[src/rtl/id_ex_operand_stage.sv]
// ID/EX register feeding the ALU: captures operands/controls, forwards from EX/MEM and MEM/WB,
// flags load-use hazards. One cycle ID->EX; hold freezes every register, flush/stall insert a bubble.
module id_ex_operand_stage #(
   parameter int DW = 32,
   parameter int AW = 5
) (
   input  logic          clk,
   input  logic          reset,
   input  logic          hold,
   input  logic          flush,
   input  logic          valid_in,
   input  logic [AW-1:0] rs_addr_in,
   input  logic [AW-1:0] rt_addr_in,
   input  logic [AW-1:0] rd_addr_in,
   input  logic [DW-1:0] rs_data_in,
   input  logic [DW-1:0] rt_data_in,
   input  logic [15:0]   imm16_in,
   input  logic [4:0]    shamt_in,
   input  logic          uses_rs_in,
   input  logic          uses_rt_in,
   input  logic          ALUSrc1_in,
   input  logic          ALUSrc2_in,
   input  logic          ExtOp_in,
   input  logic          LuOp_in,
   input  logic [5:0]    ALUFun_in,
   input  logic          Sign_in,
   input  logic          RegWr_in,
   input  logic          MemRd_in,
   input  logic          MemWr_in,
   input  logic          exmem_regwr,
   input  logic [AW-1:0] exmem_rd,
   input  logic [DW-1:0] exmem_result,
   input  logic          memwb_regwr,
   input  logic [AW-1:0] memwb_rd,
   input  logic [DW-1:0] memwb_result,
   output logic [DW-1:0] A,
   output logic [DW-1:0] B,
   output logic [5:0]    ALUFun,
   output logic          Sign,
   output logic [DW-1:0] store_data,
   output logic [AW-1:0] rd_out,
   output logic          RegWr_out,
   output logic          MemRd_out,
   output logic          MemWr_out,
   output logic          valid_out,
   output logic          load_use_stall
);

   logic          valid_q;
   logic [AW-1:0] rs_addr_q, rt_addr_q, rd_q;
   logic [DW-1:0] rs_q, rt_q;
   logic [15:0]   imm_q;
   logic [4:0]    shamt_q;
   logic          src1_q, src2_q, ext_q, lu_q, sign_q;
   logic [5:0]    fun_q;
   logic          regwr_q, memrd_q, memwr_q;

   logic          wb_hits_rs, wb_hits_rt;
   logic [DW-1:0] fwd_rs, fwd_rt, ext_imm;

   assign load_use_stall = valid_q & memrd_q & (rd_q != '0) & valid_in &
                           ((uses_rs_in & (rd_q == rs_addr_in)) |
                            (uses_rt_in & (rd_q == rt_addr_in)));

   // The regfile write in WB lands on the same edge as capture, so bypass it here.
   assign wb_hits_rs = memwb_regwr & (memwb_rd != '0) & (memwb_rd == rs_addr_in);
   assign wb_hits_rt = memwb_regwr & (memwb_rd != '0) & (memwb_rd == rt_addr_in);

   always_ff @(posedge clk) begin
      if (reset || (!hold && (flush || load_use_stall))) begin
         valid_q   <= 1'b0;
         rs_addr_q <= '0;
         rt_addr_q <= '0;
         rd_q      <= '0;
         rs_q      <= '0;
         rt_q      <= '0;
         imm_q     <= '0;
         shamt_q   <= '0;
         src1_q    <= 1'b0;
         src2_q    <= 1'b0;
         ext_q     <= 1'b0;
         lu_q      <= 1'b0;
         fun_q     <= '0;
         sign_q    <= 1'b0;
         regwr_q   <= 1'b0;
         memrd_q   <= 1'b0;
         memwr_q   <= 1'b0;
      end else if (!hold) begin
         valid_q   <= valid_in;
         rs_addr_q <= rs_addr_in;
         rt_addr_q <= rt_addr_in;
         rd_q      <= rd_addr_in;
         rs_q      <= wb_hits_rs ? memwb_result : rs_data_in;
         rt_q      <= wb_hits_rt ? memwb_result : rt_data_in;
         imm_q     <= imm16_in;
         shamt_q   <= shamt_in;
         src1_q    <= ALUSrc1_in;
         src2_q    <= ALUSrc2_in;
         ext_q     <= ExtOp_in;
         lu_q      <= LuOp_in;
         fun_q     <= ALUFun_in;
         sign_q    <= Sign_in;
         regwr_q   <= RegWr_in;
         memrd_q   <= MemRd_in;
         memwr_q   <= MemWr_in;
      end
   end

   // EX/MEM is the younger producer, so it takes priority over MEM/WB.
   assign fwd_rs = (exmem_regwr && exmem_rd != '0 && exmem_rd == rs_addr_q) ? exmem_result :
                   (memwb_regwr && memwb_rd != '0 && memwb_rd == rs_addr_q) ? memwb_result : rs_q;
   assign fwd_rt = (exmem_regwr && exmem_rd != '0 && exmem_rd == rt_addr_q) ? exmem_result :
                   (memwb_regwr && memwb_rd != '0 && memwb_rd == rt_addr_q) ? memwb_result : rt_q;

   assign ext_imm = lu_q  ? ({{(DW-16){1'b0}}, imm_q} << 16) :
                    ext_q ? {{(DW-16){imm_q[15]}}, imm_q} :
                            {{(DW-16){1'b0}}, imm_q};

   assign A          = src1_q ? {{(DW-5){1'b0}}, shamt_q} : fwd_rs;
   assign B          = src2_q ? ext_imm : fwd_rt;
   assign store_data = fwd_rt;
   assign ALUFun     = fun_q;
   assign Sign       = sign_q;
   assign rd_out     = rd_q;
   assign valid_out  = valid_q;
   assign RegWr_out  = valid_q & regwr_q;
   assign MemRd_out  = valid_q & memrd_q;
   assign MemWr_out  = valid_q & memwr_q;

endmodule
[config.mk]
export PLATFORM = sky130hd
export DESIGN_NAME = id_ex_operand_stage
export DESIGN_NICKNAME = d
export VERILOG_FILES = /design/src/rtl/id_ex_operand_stage.sv
export SDC_FILE = /design/constraint.sdc
export NUM_CORES = 1
export LEC_CHECK = 0
export ABC_AREA = 0
export BUFFER_PORTS_ARGS = -buffer_cell sky130_fd_sc_hd__buf_4
export CAP_MARGIN = 15
export CORE_ASPECT_RATIO = 0.8
export CORE_MARGIN = 2
export CORE_UTILIZATION = 46
export CTS_BUF_LIST = sky130_fd_sc_hd__clkbuf_4
export CTS_CLUSTER_SIZE = 8
export DETAILED_ROUTE_END_ITERATION = 8
export GPL_TIMING_DRIVEN = 0
export HOLD_SLACK_MARGIN = 0.03
export PLACE_DENSITY = 0.76
export SLEW_MARGIN = 10
export SYNTH_ARGS = -nofsm -noshare
export SYNTH_HDL_FRONTEND = slang
export SYNTH_SLANG_ARGS = --single-unit
[constraint.sdc]
create_clock -name clk -period 2.2 [get_ports clk]
set_clock_uncertainty 0.2 [all_clocks]
set_input_delay 0.11 -clock clk [delete_from_list [all_inputs] [get_ports clk]]
set_output_delay 0.11 -clock clk [all_outputs]
set_load 0.05 [all_outputs]
==> results.toml, run 1 <==
[clock_network]
root_buffer = "clkbuf_4"
clock_path_buffers = 2
numCtsBuffers = 17
cts.sinks = 115
cts_max_level = 4

[die]
die_width_microns = 150
ios = 310
rows = 42
die_h_microns = 121
start_util_pct = 47.3

[synth]
syn_area_per_cell_sq_um = 7.97
yosys.cell_types.count = 42
syn-cell-area_sq_um = 7860
synth_most_common_cell = "nand2_1"
yosys-top-cells-area = "dfxtp_1, mux2i_1, o32ai_1"
async_reset_ff_share_pct = 0
synth_top_area_share_pct = 29.3
ys_top_cells_by_count = "nand2_1, mux2i_1, dfxtp_1"
netlist_instances = 986
syn_nets = 1183
synth_ff_type = "dfxtp_1"
yosys_warnings = 0
synth-seq-cells = 115
synth-edff-count = 0
yosysSeqAreaShare_pct = 29.3
yosysTopAreaCell = "dfxtp_1"

[place]
io_buffers = 303
dpl.hpwl_mm = 27.3
place_congestion = 0.917

[timing]
worst_endpoint = "A[6]"
worst_endpoint_kind = "output port"

[outcome]
status = "stopped before the end"
haltStage = "5_1_grt"
stop_error = "[ERROR DPL-0038] Utilization greater than 100%, impossible to legalize"

[grt]
grt_max_degree = 17
cells by family after synthesis:
logic type	after synthesis	synth area share [%]
XOR/XNOR	41	4.57
buffers and inverters	160	9.11
AO/OA/AOI/OAI	314	28.4
flip-flops	115	29.3
AND/OR/NAND/NOR	233	13.0
multiplexers	123	15.7
what timing repair did:
item                                    CTS
hold buffers                            161
resized for setup                       387
endpoints found under the setup margin  211
buffers inserted                         30
pin swaps                                62
endpoints found under the hold margin   115
cloned                                   10
through the flow:
step                      worst slack [ps]  instances  utilization (%)  instance area [sq um]
after floorplan                       -215        986                -                   9110
after global placement                -606       1509             70.2                  11700
after detailed placement              -614       1510             70.3                  11700
after CTS                             -603       1740             95.4                  15800
==> inputs of run 2 (changes only) <==
- CORE_ASPECT_RATIO: 0.8 -> not set
- CORE_UTILIZATION: 46 -> 35
- CTS_BUF_LIST: sky130_fd_sc_hd__clkbuf_4 -> not set
- CTS_CLUSTER_SIZE: 8 -> not set
- HOLD_SLACK_MARGIN: 0.03 -> not set
- PLACE_DENSITY: 0.76 -> not set
- PLACE_DENSITY_LB_ADDON: not set -> 0.15
- clock period: 2.2 -> 2.9 ns (I/O delays scaled with it)
==> run 2 against run 1 <==
Against the previous run:
- the run now ends clean
- area after synthesis unchanged
- synthesized cell count is the same
==> results.toml, run 2 <==
[synth]
synth.area.mux_share_pct = 15.7
netlist_instances = 986
synth_top_family_by_area = "compound AO/OA/AOI/OAI gates"
synth-xor-area-share_pct = 4.57
syn_area_per_cell_sq_um = 7.97
synth_ff_type = "dfxtp_1"
synth_compound_area_share_pct = 28.4
synth_most_common_cell = "nand2_1"
synth_adder_area_share_pct = 0
synth_top_area_share_pct = 29.3
syn-cell-area_sq_um = 7860
yosysTopAreaCell = "dfxtp_1"
async_reset_ff_share_pct = 0
yosys_warnings = 0
yosys-top-cells-area = "dfxtp_1, mux2i_1, o32ai_1"
synthSimpleGateAreaFrac_pct = 13.0
ys_top_cells_by_count = "nand2_1, mux2i_1, dfxtp_1"
synth-edff-count = 0
syn_nets = 1183
synth-seq-cells = 115
yosysSeqAreaShare_pct = 29.3
yosys.cell_types.count = 42

[grt]
grt_usage_pct = 31.1
grt_max_degree = 17
antenna_found_initial = 0
grt-ovfl-total = 0
grt_pass1_vias = 9952
grt_pass1_wl_mm = 56.9

[timing]
worst_slack_ps = 50.2
slew_headroom_pct = 25.2
finalMaxSlewViolations = 0
hold_ws_ps = 23.1
tns_ps = 0
timing.final.crit_share_pct = 98.3
clock.fmax_mhz = 351
period_needed_ps = 2850
worstMarginPinSlew_ps = 1120
setup-violations-final = 0
final_hold_viol_count = 0

[setup_path]
cp-end-kind = "output pin"
cpMostUsedCell = "buf_6"
cp_cell_sequence = "xnor2_1 > nand3_1 > or3_1 > clkbuf_1 > buf_4 > buf_6 > a211oi_2 > buf_6"
reg2reg_depth = 7
crit_family = "buffers and inverters"
critPathBufInv = 4
r2r_end = "rs_q[7]$_SDFFE_PP0N_"
critical_path.max_fanout = 10
ff2ff_setup_slack_ps = 480
cp-endpoint = "A[30]"
cp-start-kind = "flop"
worstSetupPathType = "reg2out"
worstPathArrival_ps = 2500
worstSetupStartpoint = "rs_addr_q[4]$_SDFFE_PP0N_"
r2r-start = "rd_out[0]$_SDFFE_PP0N_"
slowest_delay_ps = 420
required_ps = 2560
cp_num_cells = 8
cp_slowest_cell = "or3_1"

[final_layout]
final_common_cell = "buf_4"
final_layout_size_suffix_gt1_share_pct = 29.8
fill_cells = 1935
final_util_pct = 60.5
layout_common_cells = "buf_4, dlygate4sd3_1, nand2_1"
postLayoutCellArea_sq_um = 13300
final_nets = 1689
diodes = 0
largestRegisters = "rs_q: 32 flops, rt_q: 32 flops, imm_q: 16 flops"
multi_input_comb_area_sq_um = 5140
register_area_sq_um = 2310
areaGrowthSynthToFinish_pct = 69.1
final_cells = 1784

[routing]
finalWirelength_mm = 38.1
first_pass_iters = 6
ant_nets = 0
vias_per_cell = 5.57
drt_iter0_drc = 704
vias = 9941
drc_errors = 0
wl_per_cell_microns = 21.3

[clock_network]
cts.reportedPaths.clkPinSlew_ps = 60
cts_tree = "yes"
numCtsBuffers = 17
clock_path_buffers = 2
cts_max_level = 4
cts.sinks = 115
root_buffer = "clkbuf_16"
insertion_delay_ps = 430

[die]
die_h_microns = 154
start_util_pct = 35.8
core_area_sq_um = 22000
rows = 54
ios = 310
fp.dieArea_sq_um = 23700
die_width_microns = 154

[hold_path]
hp-class = "in2reg"

[place]
dp.cells = 1569
place_congestion = 0.925
io_buffers = 303
dpl.hpwl_mm = 28.0
placedInstanceArea_sq_um = 10700
dpl_worst_slack_ps = -322

[pwr]
leakagePower_nw = 5.37
power.density_nw_per_um2 = 417
max-vdd-ir-drop_v = 0.000432
finalPower_mw = 5.54

[job]
cap_violations = 0

[outcome]
status = "finished clean"
[run 2: routing by layer]
| layer | vias to the layer above | wire, microns | track usage (%) |
|---|---|---|---|
| met5 | - | 0 | 0 |
| met2 | 523 | 18000 | 52.0 |
| li1 | 4605 | - | - |
| met4 | 0 | 1600 | 15.1 |
| met3 | 105 | 3170 | 7.30 |
| met1 | 4708 | 15300 | 37.5 |
[run 2: kinds of logic (layout without fill, tap and decap cells)]
kind of cell,count (synthesis),count (layout)
AO/OA/AOI/OAI,314,314
multiplexers,123,123
AND/OR/NAND/NOR,233,233
XOR/XNOR,41,41
flip-flops,115,115
buffers and inverters,160,678
[run 2: repair_timing]
action,CTS,global route
gates resized for setup,22,34
hold endpoints to repair,115,0
pin swaps,3,2
buffers inserted,4,2
setup endpoints to repair,84,91
hold buffers,178,0
[run 2: worst min path at each step]
stage                            start                       to  slack [ps]  cells after the start
2_1_floorplan             ALUFun_in[0]   ALUFun[0]$_SDFFE_PP0N_         160                      3
4_1_cts                memwb_result[1]     rs_q[1]$_SDFFE_PP0N_          10                      3
3_5_place_dp      regwr_q$_SDFFE_PP0N_     regwr_q$_SDFFE_PP0N_         250                      2
6_report               memwb_result[1]     rs_q[1]$_SDFFE_PP0N_          20                      3
5_1_grt                memwb_result[1]     rs_q[1]$_SDFFE_PP0N_          30                      3
3_3_place_gp   shamt_q[2]$_SDFFE_PP0N_  shamt_q[2]$_SDFFE_PP0N_         250                      2
[run 2: area by class of cell]
| cell class | instances | area share [%] |
|---|---|---|
| inverter | 56 | 1.58 |
| tap | 280 | 2.64 |
| clock buffer | 21 | 3.54 |
| timing repair buffer | 487 | 31.0 |
| sequential | 115 | 17.4 |
| buffer | 104 | 4.16 |
| multi-input combinational | 711 | 38.7 |
| clock inverter | 10 | 0.989 |
[run 2: worst register-to-register path, stage by stage (launching register included)]
cell,delay [ps]
dfxtp_1,380
or4_1,560
o211a_1,240
buf_6,130
and2_4,160
buf_6,150
buf_6,170
o32ai_1,330
[run 2: power breakdown]
| part | internal, mW | leakage [nW] | switching, mW |
|---|---|---|---|
| registers | 1.65 | 0.941 | 0.0555 |
| logic | 0.702 | 4.13 | 0.937 |
| clock network | 1.41 | 0.298 | 0.785 |
| total | 3.76 | 5.37 | 1.78 |
Note: power is estimated with default switching activity, not from simulation.
